`src/rtl/desc_stream_pkg.sv`:
```
// Shared constants and types for the descriptor word streamer.
// Word width is PIX_W * PIX_PER_WORD; a descriptor is 16 rows x 4 groups.
package desc_stream_pkg;

  localparam int PIX_W           = 8;
  localparam int PIX_PER_WORD    = 4;
  localparam int WORD_W          = PIX_W * PIX_PER_WORD;
  localparam int WORDS_PER_DESC  = 64;
  localparam int DESC_ROWS       = 16;
  localparam int DESC_COL_GROUPS = 4;
  localparam int FIFO_DEPTH      = 4;

  typedef logic [WORD_W-1:0] desc_word_t;

  function automatic desc_word_t pack_word(
    input logic [WORD_W-PIX_W-1:0] hi,
    input logic [PIX_W-1:0]        lo
  );
    return {hi, lo};
  endfunction

endpackage

```
`src/rtl/sync_fifo.sv`:
```
// Small synchronous FIFO with wrap-bit pointers and a combinational head.
// Head reads as zero while empty so the output bus is quiet after flush.
module sync_fifo #(
  parameter int WIDTH = 32,
  parameter int DEPTH = 4
) (
  input  logic                     clk,
  input  logic                     rst,
  input  logic                     clear,
  input  logic                     push,
  input  logic [WIDTH-1:0]         din,
  input  logic                     pop,
  output logic [WIDTH-1:0]         dout,
  output logic                     full,
  output logic                     empty,
  output logic [$clog2(DEPTH):0]   count
);

  localparam int AW = $clog2(DEPTH);

  logic [WIDTH-1:0] mem [DEPTH];
  logic [AW:0]      wr_ptr;
  logic [AW:0]      rd_ptr;
  logic             do_push;
  logic             do_pop;

  assign empty   = (wr_ptr == rd_ptr);
  assign full    = (wr_ptr[AW-1:0] == rd_ptr[AW-1:0])
                 && (wr_ptr[AW] != rd_ptr[AW]);
  assign count   = wr_ptr - rd_ptr;
  assign do_push = push && !full;
  assign do_pop  = pop && !empty;
  assign dout    = empty ? '0 : mem[rd_ptr[AW-1:0]];

  always_ff @(posedge clk) begin
    if (do_push && !clear)
      mem[wr_ptr[AW-1:0]] <= din;
  end

  always_ff @(posedge clk or posedge rst) begin
    if (rst) begin
      wr_ptr <= '0;
      rd_ptr <= '0;
    end else if (clear) begin
      wr_ptr <= '0;
      rd_ptr <= '0;
    end else begin
      if (do_push)
        wr_ptr <= wr_ptr + 1'b1;
      if (do_pop)
        rd_ptr <= rd_ptr + 1'b1;
    end
  end

endmodule

```
`src/rtl/desc_word_streamer.sv`:
```
// Packs a raster pixel stream into 32-bit words and hands them to the
// NCC engine over a ready/ack handshake, tracking row and column group.
module desc_word_streamer
  import desc_stream_pkg::*;
(
  input  logic        clk,
  input  logic        rst,
  input  logic        clear,
  input  logic [7:0]  pix_in,
  input  logic        pix_valid,
  output logic        pix_ready,
  output logic [31:0] desc_data_out,
  output logic        desc_data_ready,
  input  logic        desc_ack,
  output logic [3:0]  word_row,
  output logic [1:0]  word_col,
  output logic        desc_done,
  output logic [2:0]  fifo_count,
  output logic        proto_err
);

  logic [1:0]             byte_cnt;
  logic [WORD_W-PIX_W-1:0] pack_q;
  logic [5:0]             word_cnt;
  logic                   done_q;
  logic                   err_q;
  logic                   accept;
  logic                   push;
  logic                   pop;
  logic                   full;
  logic                   empty;
  desc_word_t             push_word;
  desc_word_t             head;

  assign pix_ready = (byte_cnt != 2'd3) || !full;
  assign accept    = pix_valid && pix_ready;
  assign push      = accept && (byte_cnt == 2'd3) && !clear;
  assign pop       = desc_ack && !empty && !clear;
  assign push_word = pack_word(pack_q, pix_in);

  sync_fifo #(
    .WIDTH (WORD_W),
    .DEPTH (FIFO_DEPTH)
  ) u_fifo (
    .clk   (clk),
    .rst   (rst),
    .clear (clear),
    .push  (push),
    .din   (push_word),
    .pop   (pop),
    .dout  (head),
    .full  (full),
    .empty (empty),
    .count (fifo_count)
  );

  // First pixel of a word lands in the most significant lane.
  always_ff @(posedge clk or posedge rst) begin
    if (rst) begin
      byte_cnt <= 2'd0;
      pack_q   <= '0;
    end else if (clear) begin
      byte_cnt <= 2'd0;
      pack_q   <= '0;
    end else if (accept) begin
      byte_cnt <= byte_cnt + 2'd1;
      unique case (byte_cnt)
        2'd0:    pack_q[23:16] <= pix_in;
        2'd1:    pack_q[15:8]  <= pix_in;
        2'd2:    pack_q[7:0]   <= pix_in;
        default: pack_q        <= pack_q;
      endcase
    end
  end

  always_ff @(posedge clk or posedge rst) begin
    if (rst) begin
      word_cnt <= 6'd0;
      done_q   <= 1'b0;
    end else if (clear) begin
      word_cnt <= 6'd0;
      done_q   <= 1'b0;
    end else begin
      if (pop)
        word_cnt <= word_cnt + 6'd1;
      done_q <= pop && (word_cnt == 6'(WORDS_PER_DESC - 1));
    end
  end

  // Sticky until reset; clear deliberately leaves it alone.
  always_ff @(posedge clk or posedge rst) begin
    if (rst)
      err_q <= 1'b0;
    else if (desc_ack && empty)
      err_q <= 1'b1;
  end

  assign desc_data_out   = head;
  assign desc_data_ready = !empty;
  assign word_row        = word_cnt[5:2];
  assign word_col        = word_cnt[1:0];
  assign desc_done       = done_q;
  assign proto_err       = err_q;

endmodule

```
`config.mk`:
```
export PLATFORM = sky130hd
export DESIGN_NAME = desc_word_streamer
export DESIGN_NICKNAME = d
export VERILOG_FILES = /design/src/rtl/desc_stream_pkg.sv /design/src/rtl/sync_fifo.sv /design/src/rtl/desc_word_streamer.sv
export SDC_FILE = /design/constraint.sdc
export NUM_CORES = 1
export LEC_CHECK = 0
export CAP_MARGIN = 20
export CORE_UTILIZATION = 25
export DETAILED_ROUTE_END_ITERATION = 12
export DONT_BUFFER_PORTS = 1
export GPL_ROUTABILITY_DRIVEN = 0
export PLACE_DENSITY_LB_ADDON = 0.2
export SLEW_MARGIN = 20
export SYNTH_ARGS = -nofsm -noshare
export SYNTH_HDL_FRONTEND = slang
export SYNTH_HIERARCHICAL = 1
export SYNTH_SLANG_ARGS = --single-unit
```
`constraint.sdc`:
```
create_clock -name clk -period 6.55 [get_ports clk]
set_clock_uncertainty 0.1 [all_clocks]
set_input_delay 1.31 -clock clk [delete_from_list [all_inputs] [get_ports clk]]
set_output_delay 1.31 -clock clk [all_outputs]
set_load 0.01 [all_outputs]
```
Yosys cells after proc, flatten, opt, wreduce, memory -nomap -nowiden

Memory sizes are Yosys's and may differ from the RTL's.
Cells that the tools add are included.

Mux-type cells: 17
Equality and inequality tests: 8
Add/sub/neg operators: 5
Reductions and logical operators: 26

Operators with widths:

| kind                                          | count |
|---|---|
| 2-to-1 mux 24 bit                             | 2 |
| 2-to-1 mux 32 bit                             | 1 |
| 2-to-1 mux 8 bit                              | 3 |
| nonzero test 2 bit                            | 7 |
| 2-to-1 mux 3 bit                              | 4 |
| 2-to-1 mux 6 bit                              | 2 |
| logical AND 1 bit                             | 11 |
| adder 3 x 1 -> 3 bit, second input constant   | 2 |
| adder 6 x 1 -> 6 bit, second input constant   | 1 |
| == test 6 bit, second input constant          | 1 |
| AND reduction 2 bit                           | 3 |
| == test 2 bit, second input constant          | 2 |
| 2-to-1 mux 2 bit                              | 2 |
| == test 3 bit                                 | 1 |
| logical NOT 1 bit                             | 3 |
| 2-to-1 mux 1 bit                              | 3 |
| subtractor 3 bit                              | 1 |
| adder 2 x 1 -> 2 bit, second input constant   | 1 |
| == test 2 x 1 -> 1 bit, second input constant | 1 |
| == test 2 bit                                 | 1 |
| logical NOT 2 bit                             | 1 |
| != test 2 bit, second input constant          | 1 |
| logical OR 1 bit                              | 1 |
| != test 1 bit                                 | 1 |

Input port bits: 13
Output and inout bits: 45
Memory bits (writable): 128
Bits in registers: 40
Memories: 1

Memory list:

| memory     | words | bits a word | rd ports | clocked after Yosys merged registers in | wr ports | line            | text |
|---|---|---|---|---|---|---|---|
| u_fifo.mem | 4     | 32          | 1        | 0                                       | 1        | sync_fifo.sv:21 | `logic [WIDTH-1:0] mem [DEPTH];` |

Longest topological paths before layout

Depth in word-level cells: 11
Mapped depth: 10
Mapped depth without buffers: 9

By module

The synthesis kept the hierarchy.

By module, submodules not included:

| module             | instances | area an instance (um2) | seq. area each (um2) | cells an instance |
|---|---|---|---|---|
| sync_fifo          | 1         | 5421.4                 | 3993.8               | 268 |
| desc_word_streamer | 1         | 1625.3                 | 850.8                | 141 |

Worst setup path before layout

No wires, ideal clock.

Kind: input to register
Start point: input port clear
End point: memory u_fifo.mem[3][0] (enable)
Setup time: 461 ps
Data arrival time: 4234 ps
Stages on the path: 4
Setup slack: 1755 ps
Data required time: 5989 ps
Cells stage by stage: buf_2 > nor3_1 > nand2_1 > nor3_1

Word-level cells in the longest chain between the ends: 6

RTL lines:

| element                                | line                     | text |
|---|---|---|
| start, declared                        | desc_word_streamer.sv:8  | `input logic clear,` |
| logical NOT 1 bit                      | desc_word_streamer.sv:37 | `assign push = accept && (byte_cnt == 2'd3) && !clear;` |
| logical AND 1 bit                      | desc_word_streamer.sv:37 |  |
| named net push                         | desc_word_streamer.sv:28 | `logic push;` |
| logical AND 1 bit                      | sync_fifo.sv:31          | `assign do_push = push && !full;` |
| logical AND 1 bit                      | sync_fifo.sv:36          | `if (do_push && !clear)` |
| 2-to-1 mux 1 bit                       | sync_fifo.sv:36          |  |
| 2-to-1 mux 1 bit (not written as such) | sync_fifo.sv:37          | `mem[wr_ptr[AW-1:0]] <= din;` |
| end, declared                          | sync_fifo.sv:21          |  |

The timed path passes the listed nets, and every way through them passes these cells.

Worst setup path after layout

Start point: register u_fifo.wr_ptr[0]
End point: output port desc_data_out[11]

Word-level cells in the longest chain between the ends: 2

RTL lines:

| element                | line                     | text |
|---|---|---|
| start, declared        | sync_fifo.sv:22          | `logic [AW:0] wr_ptr;` |
| start signal, assigned | sync_fifo.sv:49          | `wr_ptr <= wr_ptr + 1'b1;` |
| == test 3 bit          | sync_fifo.sv:27          | `assign empty = (wr_ptr == rd_ptr);` |
| named net empty        | desc_word_streamer.sv:31 | `logic empty;` |
| 2-to-1 mux 32 bit      | sync_fifo.sv:33          | `assign dout = empty ? '0 : mem[rd_ptr[AW-1:0]];` |
| end, declared          | desc_word_streamer.sv:12 | `output logic [31:0] desc_data_out,` |

The timed path passes the listed nets, and every way through them passes these cells.

==> results.rst <==
.. list-table::
   :header-rows: 1

   * - Metric
     - Value
   * - Status
     - finished, final reports clean
   * - Global route overflow
     - 0
   * - Slew of the pin with the lowest slew margin
     - about 800 ps
   * - Maximum clock frequency
     - 265 MHz
   * - Clock insertion delay at the later pin of the skew report
     - 420 ps
   * - Arrival time at the worst endpoint
     - 2360 ps
   * - Data required time at the worst endpoint
     - between 5000 and 6000 ps
   * - Width of the chip
     - 170 um
   * - Worst VDD drop
     - 137 uV
   * - Standby leakage power
     - 2.79 nW
   * - First-pass GRT wire length
     - ~24,000 um
   * - Max_slew headroom
     - a little under half
   * - Ratio of total power to cell area
     - approximately 320 nW/um2
   * - TNS Setup
     - 0 ps
   * - Yosys warning count
     - 6
   * - Reported max-cap violation count
     - 0
   * - Drt pass-1 iters
     - 4
   * - Starting density of the core
     - between 20% and 30%
   * - Most used flip-flop cell after synthesis
     - sky130_fd_sc_hd__edfxtp_1
   * - Height of the die
     - 170 um
   * - Netlist area before placement
     - roughly 7000 um2
   * - Count of flip-flops with a built-in enable after synthesis
     - approximately 130
   * - GRT met1 Usage
     - 14.0%
   * - Post-layout min period
     - 3770 ps
   * - Beginning of the worst register-to-register path
     - u_fifo/wr_ptr[0]
   * - Worst reg-to-reg path cell count
     - 9
   * - CTS tree
     - yes
   * - RSZ-0062 raised after global routing
     - false
   * - Flip-flop and latch count after synthesis
     - roughly 170
   * - Crit path max fanout
     - 37
   * - Post-route DRC violation count
     - 0
   * - WS Path Type
     - flop to output pin
   * - Count of port buffers added during placement
     - 0
   * - Post-synth cell types
     - 43
   * - Average wire per cell in the routed design
     - 19.0 um
   * - Clock slew seen by the registers of the worst setup and hold paths
     - 70 ps
   * - Total power consumption of the routed design
     - 2.57 mW
   * - Area share of the largest cell type after synthesis
     - a little over half
   * - Global router's overall resource usage
     - 11.5%
   * - Type of element launching the critical path
     - flop
   * - Core footprint
     - 27,800 um2
   * - Maximum buffer depth of the clock tree
     - 2
   * - Worst flop-to-flop path endpoint
     - u_fifo/mem[1][31]
   * - Total number of nets in the final design
     - 444
   * - Number of cells on the worst hold path
     - 0
   * - Global-route track usage on met2
     - 18.9%
   * - Vias in the first global route
     - 3,860
   * - Sequential-to-total area share from yosys stat
     - ~70%
   * - Critical path endpoint category
     - output pin
   * - Fill count
     - around 2,800
   * - Critical path destination
     - desc_data_out[11]
   * - Synth area leaders
     - sky130_fd_sc_hd__edfxtp_1 (55%), sky130_fd_sc_hd__dfrtp_1 (14%), sky130_fd_sc_hd__mux4_2 (10%)
   * - Total Die Area
     - 28,900 um2
   * - Final setup vio count
     - 0
   * - Syn Area/Cell
     - 17.2 um2
   * - Clk root buf
     - sky130_fd_sc_hd__clkbuf_16
   * - R2r setup slk
     - 3150 ps
   * - Final routed wirelength across all metal layers
     - about 15,000 um
   * - Diodes inserted
     - 0
   * - Number of vias per cell after detailed routing
     - 4.26
   * - Met3 track demand over resource
     - 3.84%
   * - Antenna violations before repair
     - 0
   * - Maximum level of the CTS H-tree
     - 4
   * - Number of placement rows
     - 61
   * - Number of setup buffers added after CTS
     - 0
   * - Number of antenna-violating nets in the routed design
     - 0
   * - Share of flip-flops with an asynchronous set or reset after synthesis
     - 23.8%
   * - Iteration-0 DRC count of the detailed router
     - 141
   * - Pins Over Slew Limit
     - 0
   * - Busiest grt layer
     - met2
   * - Growth of design area from synthesis to finish
     - 14.6%
   * - Maximum number of pins on one net before global-route repair
     - 61
   * - Total of hold buffers inserted after clock tree synthesis
     - 0
   * - Cell accounting for the most synthesized area
     - sky130_fd_sc_hd__edfxtp_1
   * - Resize count post-CTS
     - 0
   * - Final count of hold timing violations
     - 0
   * - Final clock period utilization by the worst path
     - 57.6%
   * - Number of standard cells after synthesis
     - 409
   * - Detailed-route via count
     - 3,446
   * - I/O pins
     - 58
   * - First element of the critical path
     - u_fifo/wr_ptr[0]
   * - Fraction of final layout cells with drive strength greater than 1
     - 19.7%
   * - TritonCTS buffer count
     - 17
   * - Half-perimeter wire length of the detailed placement result
     - about 8900 um
   * - Net Count, Synth
     - around 440
   * - Type of the most critical hold path
     - flop to flop
   * - Clock Sinks
     - 168
-- registers in the layout, summed over array words and instances, names as in the netlist --
| signal | cells |
|---|---|
| desc_done | 1 |
| pack_q | 24 |
| byte_cnt | 2 |
| u_fifo/rd_ptr | 3 |
| u_fifo/mem | 128 |
| word_cnt | 6 |
| u_fifo/wr_ptr | 3 |
| proto_err | 1 |
-- worst min path at each step --
stage / from / endpoint / slack [ps]
2_1_floorplan: pack_q[2] / u_fifo/mem[0][10] / 380
3_3_place_gp: pack_q[5] / u_fifo/mem[3][13] / 390
3_5_place_dp: pack_q[11] / u_fifo/mem[0][19] / 410
4_1_cts: pack_q[11] / u_fifo/mem[1][19] / 420
5_1_grt: pack_q[11] / u_fifo/mem[0][19] / 440
6_report: pack_q[11] / u_fifo/mem[0][19] / 420
-- worst max-delay path, stage by stage, from the launching register on --
cell                      delay [ps]
sky130_fd_sc_hd__dfrtp_1         410
sky130_fd_sc_hd__inv_1           120
sky130_fd_sc_hd__ha_1            410
sky130_fd_sc_hd__and3_2          760
sky130_fd_sc_hd__nor2b_1         220
-- logic make-up after synthesis --
| logic type | count (synthesis) | share of synthesized area (%) |
|---|---|---|
| mux | 59 | 14.1 |
| simple gates | 118 | 10.4 |
| flops | 168 | 68.8 |
| xor+xnor | 5 | 0.621 |
| compound gates | 16 | 1.51 |
| fa+ha+maj | 13 | 2.41 |
| buf+inv | 30 | 2.27 |
-- cell usage after synthesis (all sizes together) (9+ instances only) --
master and count:
edfxtp 128, dfrtp 40, nor2b 36, nand2b 33, mux4 32, mux2i 26
ha 12, inv 12, buf 9, clkbuf 9, nand2 9, nor2 9
-- layout make-up --
class,count,area (um2),area share [%]
flip-flops and latches,168,4850,60.0
multi-input cells,211,2050,25.3
well taps,378,473,5.86
clock buffers,17,425,5.27
clock inverters,15,180,2.23
repair buffers,8,60.1,0.744
inverters,12,45.0,0.558
-- per-layer routing --
layer	share of wire, %	up-vias	wire (um)
li1	-	1565	-
met1	45	1788	6860
met2	49	74	7460
met3	4.9	19	745
met4	1.9	0	290
met5	0	-	0
-- report_power, final --
part	switching, mW	internal (mW)	total [mW]
sequential	0.0158	1.16	1.18
combinational	0.222	0.152	0.374
clock	0.444	0.578	1.02
total	0.682	1.89	2.57
-- per-stage QoR --
stage	hold WS, ps	utilization (%)	std cells	setup WS, ps	area [um2]
final	417	29.1	809	2780	8080
after global routing	435	29.1	809	2520	8080
after CTS	425	29.1	809	2660	8080
after detailed placement	407	26.9	777	3110	7470
after global placement	392	26.9	777	3230	7470
after floorplan	377	-	409	1750	7050
-- cell usage in the layout (no fill, tap or decap), drive strengths merged, types with 2 or more instances in the layout --
cell type  synthesis  routed
a21oi              5       5
a31oi              4       4
and3               5       5
buf                9       8
bufinv             0       2
clkbuf             9      17
clkinv             0       2
clkinvlp           0       2
dfrtp             40      40
edfxtp           128     128
ha                12      12
inv               12      21
mux2i             26      26
mux4              32      32
nand2              9       9
nand2b            33      33
nand3              5       5
nor2               9       9
nor2b             36      36
nor3               4       4
nor3b              3       3
o21ai              2       2
or3                2       2
or4                3       3
xnor2              5       5
No activity file was read; power rests on OpenSTA's default activity.
